`src/rtl/restmul_recon.sv`:
```
// restmul_recon
//   Sequential shift-and-add reconstructor. It runs in the opposite direction
//   to the 5-by-3 restoring divider: given quotient Q, divisor D and remainder
//   R, it rebuilds the dividend X = Q*D + R. It also flags tuples that no legal
//   divide could have produced.
//
//   Processing order: one quotient bit per cycle, LSB first.
//   Latency: out_valid rises exactly QW clock edges after the accept edge.
//
// Ports
//   clk, rst_n          rising-edge clock, asynchronous active-low reset
//   in_valid/in_ready   input handshake; in_ready is high only while idle
//   q_in, d_in, r_in    quotient, divisor and remainder, sampled on accept
//   out_valid/out_ready output handshake; the result is held until taken
//   x_out               exact Q*D+R; never truncated
//   ovf                 x_out >= 2^XW, so it is not a legal XW-bit dividend
//   rem_err             r_in >= d_in, which includes d_in == 0

module restmul_recon #(
    parameter int QW = 3,
    parameter int DW = 3,
    parameter int XW = 5
) (
    input  logic             clk,
    input  logic             rst_n,
    input  logic             in_valid,
    output logic             in_ready,
    input  logic [QW-1:0]    q_in,
    input  logic [DW-1:0]    d_in,
    input  logic [DW-1:0]    r_in,
    output logic             out_valid,
    input  logic             out_ready,
    output logic [QW+DW-1:0] x_out,
    output logic             ovf,
    output logic             rem_err
);

    // The largest possible result is (2^DW-1)*2^QW, which still fits in
    // QW+DW bits. The accumulator therefore never wraps.
    localparam int AW = QW + DW;
    localparam int CW = (QW > 1) ? $clog2(QW) : 1;

    typedef enum logic [1:0] {IDLE, RUN, DONE} state_t;

    state_t         state, state_nxt;
    logic [AW-1:0]  acc, mcand, acc_nxt;
    logic [QW-1:0]  mplier;
    logic [CW-1:0]  cnt;
    logic           rem_err_pend;
    logic           accept, last, retire;
    logic           ovf_nxt;

    // ------------------------------------------------------------------
    // FSM
    // ------------------------------------------------------------------
    always_ff @(posedge clk or negedge rst_n) begin
        if (!rst_n) state <= IDLE;
        else        state <= state_nxt;
    end

    always_comb begin
        state_nxt = state;
        accept    = 1'b0;
        last      = 1'b0;
        retire    = 1'b0;
        case (state)
            IDLE: if (in_valid) begin
                accept    = 1'b1;
                state_nxt = RUN;
            end
            RUN: if (cnt == CW'(QW - 1)) begin
                last      = 1'b1;
                state_nxt = DONE;
            end
            DONE: if (out_ready) begin
                retire    = 1'b1;
                state_nxt = IDLE;
            end
            default: state_nxt = IDLE;
        endcase
    end

    assign in_ready = (state == IDLE);

    // ------------------------------------------------------------------
    // Datapath
    // ------------------------------------------------------------------
    // acc_nxt is the partial product after the current quotient bit is added.
    // On the last RUN edge it is the final result.
    assign acc_nxt = acc + (mplier[cnt] ? (mcand << cnt) : '0);
    assign ovf_nxt = |(acc_nxt >> XW);

    always_ff @(posedge clk or negedge rst_n) begin
        if (!rst_n) begin
            acc          <= '0;
            mcand        <= '0;
            mplier       <= '0;
            cnt          <= '0;
            rem_err_pend <= 1'b0;
            x_out        <= '0;
            ovf          <= 1'b0;
            rem_err      <= 1'b0;
            out_valid    <= 1'b0;
        end else begin
            if (accept) begin
                // The remainder seeds the accumulator, so only Q*D remains
                // to be added.
                acc          <= AW'(r_in);
                mcand        <= AW'(d_in);
                mplier       <= q_in;
                cnt          <= '0;
                rem_err_pend <= (r_in >= d_in);
            end else if (state == RUN) begin
                acc <= acc_nxt;
                cnt <= cnt + 1'b1;
            end

            // The visible flags move only when a new result is published.
            // This lets the previous result outlive the next accept.
            if (last) begin
                x_out     <= acc_nxt;
                ovf       <= ovf_nxt;
                rem_err   <= rem_err_pend;
                out_valid <= 1'b1;
            end else if (retire) begin
                out_valid <= 1'b0;
            end
        end
    end

endmodule

```
`config.mk`:
```
export PLATFORM = sky130hd
export DESIGN_NAME = restmul_recon
export DESIGN_NICKNAME = d
export VERILOG_FILES = /design/src/rtl/restmul_recon.sv
export SDC_FILE = /design/constraint.sdc
export NUM_CORES = 1
export LEC_CHECK = 0
export CORE_UTILIZATION = 40
export DETAILED_ROUTE_END_ITERATION = 7
export GPL_ROUTABILITY_DRIVEN = 0
export HOLD_SLACK_MARGIN = 0.06
export PLACE_DENSITY = 0.74
export RECOVER_POWER = 25
export SLEW_MARGIN = 25
export SYNTH_ARGS = -nofsm -noshare
export SYNTH_HDL_FRONTEND = slang
export SYNTH_SLANG_ARGS = --single-unit
```
`constraint.sdc`:
```
create_clock -name clk -period 5.8 [get_ports clk]
set_clock_uncertainty 0.05 [all_clocks]
set_input_delay 0.58 -clock clk [delete_from_list [all_inputs] [get_ports clk]]
set_output_delay 0.58 -clock clk [all_outputs]
set_load 0.02 [all_outputs]
```
# Yosys cells after proc, flatten, opt, wreduce, memory -nomap -nowiden
# Cells that the tools add are included.
# Widths: inputs -> output; s select.
op_classes:
  reduce_logical: 4
  mux: 19
  magnitude_cmp: 2
  n_eq_ne: 6
  add_sub_neg: 2
  shifts: 1
op_table:
  columns: ["op", "count"]
  rows:
  - ["$mux 6", 3]
  - ["$mux 2", 5]
  - ["$mux 1", 9]
  - ["$add 6x6->6", 1]
  - ["$ne 2x2->1 const B", 3]
  - ["$pmux 2 s3", 1]
  - ["$shl 3x2->6", 1]
  - ["$eq 2x2->1 const B", 2]
  - ["$reduce_bool 2->1", 2]
  - ["$ge 3x3->1", 1]
  - ["$lt 2x3->1 const B", 1]
  - ["$reduce_and 3->1", 1]
  - ["$add 2x1->2 const B", 1]
  - ["$bmux 1 s2", 1]
  - ["$eq 2x1->1 const B", 1]
  - ["$logic_not 2->1", 1]
totals:
  elab_cells: 44
  output_inout_bits: 10
  ff_bits: 26

# Logic depth before layout (Yosys ltp)
logic_depth:
  depth_word: 6
  mapped_depth: 10

# Least setup slack after synthesis
# No wires, ideal clock.
synth_path:
  path_type: "reg-to-reg"
  start: "register cnt[0]"
  end: "register x_out[4]"
  stages_incl_launch_ff: 10
  arrival_ns: 1.901
  required_ns: 5.621
  path_slack_ns: 3.720
  setup_time_ns: 0.129
  period_less_slack_ns: 2.080
  path_cell_list: "dfrtp_1 -> buf_2 -> and2_1 -> a22oi_1 -> nor2_1 -> fa_1 -> a21o_1 -> a21oi_1 -> xor2_1 -> o21ai_0"
synth_via:
  elab_chain_len: 4
  elab_cells_between_ends: 8
  classes_between: "1 x add/sub; 1 x eq/ne; 1 x shift; 5 x mux"
synth_lines:
  columns: ["element", "line_no", "rtl"]
  rows:
  - ["start: declaration", "48", "logic [CW-1:0] cnt;"]
  - ["start signal: assignment", "115", "cnt <= cnt + 1'b1;"]
  - ["$bmux 1 s2", "90", "assign acc_nxt = acc + (mplier[cnt] ? (mcand << cnt) : '0);"]
  - ["$mux 1 (not written as such)", "90", null]
  - ["$mux 6", "90", null]
  - ["$add 6x6->6", "90", null]
  - ["end signal: assignment", "121", "x_out <= acc_nxt;"]
  - ["end: declaration", "33", "output logic [QW+DW-1:0] x_out,"]
# Parallel ways exist; a longest one is shown, timed or not. The select of a mux whose other input is x is not followed.
# A chain may end at the register's enable or synchronous reset.

# Final worst setup path
# Ends and elaborated chain as after synthesis.

==> out/qor.txt <==
area leader, netlist: sky130_fd_sc_hd__dfrtp_1
Die H: 62.7 µm
final setup vio count: 0
setup repair after global routing missed its margin: false
global-route total usage across every layer: 16.7%
Worst slew margin: 13.6%
fin nets: 182
die area: 0.00393 mm²
cells after synthesis: 141
clock edge transition at the registers on the reported setup and hold paths: 0.08 ns
CTS tree: yes
pin count of the biggest net entering global routing: 26
largest buffer count on any clock path: 2
Synth Area per Inst: 10.4 µm²
FF-to-FF Start: cnt[0]$_DFFE_PN0P_
Post-synth ARST share: 100%
Data arrival, critical path: 2.45 ns
number of storage elements in the synthesis netlist: 25
Fillers: 325
GRT met3 Usage: 2.55%
drt pass-1 iters: 4
timing-limited maximum frequency: 426 MHz
violation count after the first detailed-route iteration: 31
worst path required time: 5.91 ns
later-pin clock latency in the skew report: 0.28 ns
classification of the worst setup path: flip-flop to flip-flop
ys flop type: sky130_fd_sc_hd__dfrtp_1
Post-Place Cell Area: 0.00166 mm²
cts bufs inserted: 3
wire length of the first global-routing pass: 5080 µm
floorplan row count: 21
number of buffers inserted for hold repair after clock tree synthesis: 0
portion of the clock cycle consumed by the worst path in the final layout: 40.5%
fraction of met1 tracks used by global routing: 19.5%
Routed WL per cell: 14.2 µm
H-tree Lvls: 1
Power Dens Cells: 554 mW/mm²
post-synth top area share: 42.5%
critical path launch point: cnt[0]$_DFFE_PN0P_
number of sinks driven by the clock tree: 25
top fanout value on the critical path: 10
Syn Nets: 164
# port buffers: 22
Vias/cell: 5.35
ant diodes: 0
via count of the first global-routing pass: 1,150
final wirelength: 2910 µm
main area contributors after synthesis: sky130_fd_sc_hd__dfrtp_1 42%, sky130_fd_sc_hd__ha_1 7.6%, sky130_fd_sc_hd__mux2_2 4.6%
initial standard-cell utilization of the core: 42.8%
worst min-delay path startpoint: x_out[2]$_DFFE_PN0P_
setup TNS: 0 ns
pin slew with the least headroom to its limit: 1.30 ns
static power due to leakage: 0.744 nW
final hold violation count: 0
gr ovfl total: 0
met2 demand-to-capacity share in global routing: 28.3%
initial antenna violation count: 0
run status: complete, no violations
CP Capture Type: flip-flop
number of nets still failing antenna checks after routing: 0
path category of the worst min-delay check: flip-flop to flip-flop
clk root buf: sky130_fd_sc_hd__clkbuf_8
post-synthesis instance area: 0.00147 mm²
count of final max-slew check failures: 0
max-capacitance violation count: 0
area added between synthesis and finish: 16.0%
count of unique library cells instantiated by Yosys: 35
Syn. warnings: 0
area taken by multi-input logic gates: 747 µm²
post-route DRC violation count: 0
Worst Setup Start Kind: flip-flop
CTS resizes: 0
part of the Yosys area used for sequential elements: 42.5%
area of all placed cells without fillers: 0.00171 mm²
Top Usage Layer GRT: met2
ports placed on the boundary: 23
CORE AREA: 0.00344 mm²
Final Critical Period: 2.35 ns
dpl hpwl: 2200 µm
FF/Latch Area: 626 µm²
fraction of layout instances using a drive strength above 1: 10.1%
largest voltage drop on the vdd net: 207 µV
Die Span X: 62.7 µm
number of setup buffers added after CTS: 0
final core utilization: 49.6%
Post-synth EDFFs: 0
total via count after detailed routing: 1,092
-- synthesized netlist by cell type, types with 4 or more instances --
master / number
sky130_fd_sc_hd__a21oi_1: 13
sky130_fd_sc_hd__buf_6: 4
sky130_fd_sc_hd__dfrtp_1: 25
sky130_fd_sc_hd__ha_1: 9
sky130_fd_sc_hd__inv_1: 5
sky130_fd_sc_hd__mux2_2: 6
sky130_fd_sc_hd__nand2_1: 11
sky130_fd_sc_hd__nor2_1: 10
sky130_fd_sc_hd__nor2b_1: 5
sky130_fd_sc_hd__o21ai_0: 9
-- final timing paths --
path	end	depth (start not counted)	slack (ns)
max in group asynchronous	mplier[2]$_DFFE_PN0P_	1	4.42
setup / recovery	x_out[4]$_DFFE_PN0P_	9	3.45
hold reg to reg	x_out[2]$_DFFE_PN0P_	2	0.43
hold / removal	x_out[2]$_DFFE_PN0P_	2	0.43
setup reg to reg	x_out[4]$_DFFE_PN0P_	9	3.45
min in group asynchronous	x_out[1]$_DFFE_PN0P_	1	0.51
-- placed cells by master, fill, tap and decap left out --
master,count
sky130_fd_sc_hd__inv_1,5
sky130_fd_sc_hd__nor2_1,10
sky130_fd_sc_hd__mux2i_1,1
sky130_fd_sc_hd__and2_1,1
sky130_fd_sc_hd__clkdlybuf4s50_1,21
sky130_fd_sc_hd__a21o_1,2
sky130_fd_sc_hd__dfrtp_1,25
sky130_fd_sc_hd__nand2b_1,2
sky130_fd_sc_hd__o41ai_1,1
sky130_fd_sc_hd__o22ai_1,3
sky130_fd_sc_hd__o31ai_1,1
sky130_fd_sc_hd__mux2_2,6
sky130_fd_sc_hd__a211oi_1,3
sky130_fd_sc_hd__nor3b_1,2
sky130_fd_sc_hd__nand2_2,1
sky130_fd_sc_hd__nor2b_4,3
sky130_fd_sc_hd__a22o_1,1
sky130_fd_sc_hd__a22oi_1,3
sky130_fd_sc_hd__a21oi_1,13
sky130_fd_sc_hd__o21bai_1,2
sky130_fd_sc_hd__o21ai_0,9
sky130_fd_sc_hd__ha_1,9
sky130_fd_sc_hd__mux2_4,3
sky130_fd_sc_hd__fa_1,1
sky130_fd_sc_hd__xor2_1,1
sky130_fd_sc_hd__nand3b_1,1
sky130_fd_sc_hd__nor2b_1,5
sky130_fd_sc_hd__nand2_1,11
sky130_fd_sc_hd__o211ai_1,3
sky130_fd_sc_hd__xnor2_1,3
sky130_fd_sc_hd__and3_1,1
sky130_fd_sc_hd__clkbuf_8,3
sky130_fd_sc_hd__clkbuf_1,2
-- cell type report --
type | count | area share [%]
Clock buffer | 4 | 2.64
Sequential cell | 25 | 36.6
Tap cell | 46 | 3.37
Timing Repair Buffer | 22 | 12.5
Inverter | 5 | 1.10
Multi-Input combinational cell | 102 | 43.7
-- where the power goes --
part	switching, W	internal (W)	total [W]
Sequential	0.0000850	0.000253	0.000338
Clock	0.0000566	0.0000494	0.000106
Combinational	0.000258	0.000243	0.000501
-- registers in the layout, summed over array words and instances (netlist names) --
register	flops
mplier	3
rem_err_pend	1
out_valid	1
rem_err	1
state	2
mcand	3
acc	6
x_out	6
cnt	2
-- cells by family (layout without fill, tap and decap cells) --
kind of cell | count (synthesis) | in the layout | synth area share, %
AO/OA/AOI/OAI | 41 | 41 | 17.1
XOR/XNOR | 4 | 4 | 2.38
adder cells (fa/ha/maj) | 10 | 10 | 9.01
buffers and inverters | 14 | 31 | 6.80
flip-flops | 25 | 25 | 42.5
multiplexers | 10 | 10 | 8.33
AND/OR/NAND/NOR | 37 | 37 | 13.9
-- critical path, stage by stage (launching register included) --
cell                      delay, ns
sky130_fd_sc_hd__dfrtp_1       0.53
sky130_fd_sc_hd__inv_1         0.11
sky130_fd_sc_hd__nand2_1       0.09
sky130_fd_sc_hd__nor3b_1       0.05
sky130_fd_sc_hd__ha_1          0.24
sky130_fd_sc_hd__fa_1          0.42
sky130_fd_sc_hd__a21o_1        0.18
sky130_fd_sc_hd__a21oi_1       0.20
sky130_fd_sc_hd__xor2_1        0.22
sky130_fd_sc_hd__o21ai_0       0.12
-- metrics by stage --
stage	power (W)	worst slack, ns	hold WS (ns)	cells
2_1_floorplan	0.000723	3.72	0.234	141
3_3_place_gp	0.000815	3.57	0.415	200
3_5_place_dp	0.000840	3.49	0.426	200
4_1_cts	0.000951	3.47	0.244	204
5_1_grt	0.00102	3.22	0.478	204
6_report	0.000945	3.45	0.435	204
-- per-layer routing --
metal / part of all wire, % / vias to the layer above
li1: - / 533
met1: 43 / 525
met2: 51 / 27
met3: 2.7 / 7
met4: 3.2 / 0
met5: 0 / -
No activity file was read; power rests on OpenSTA's default activity.
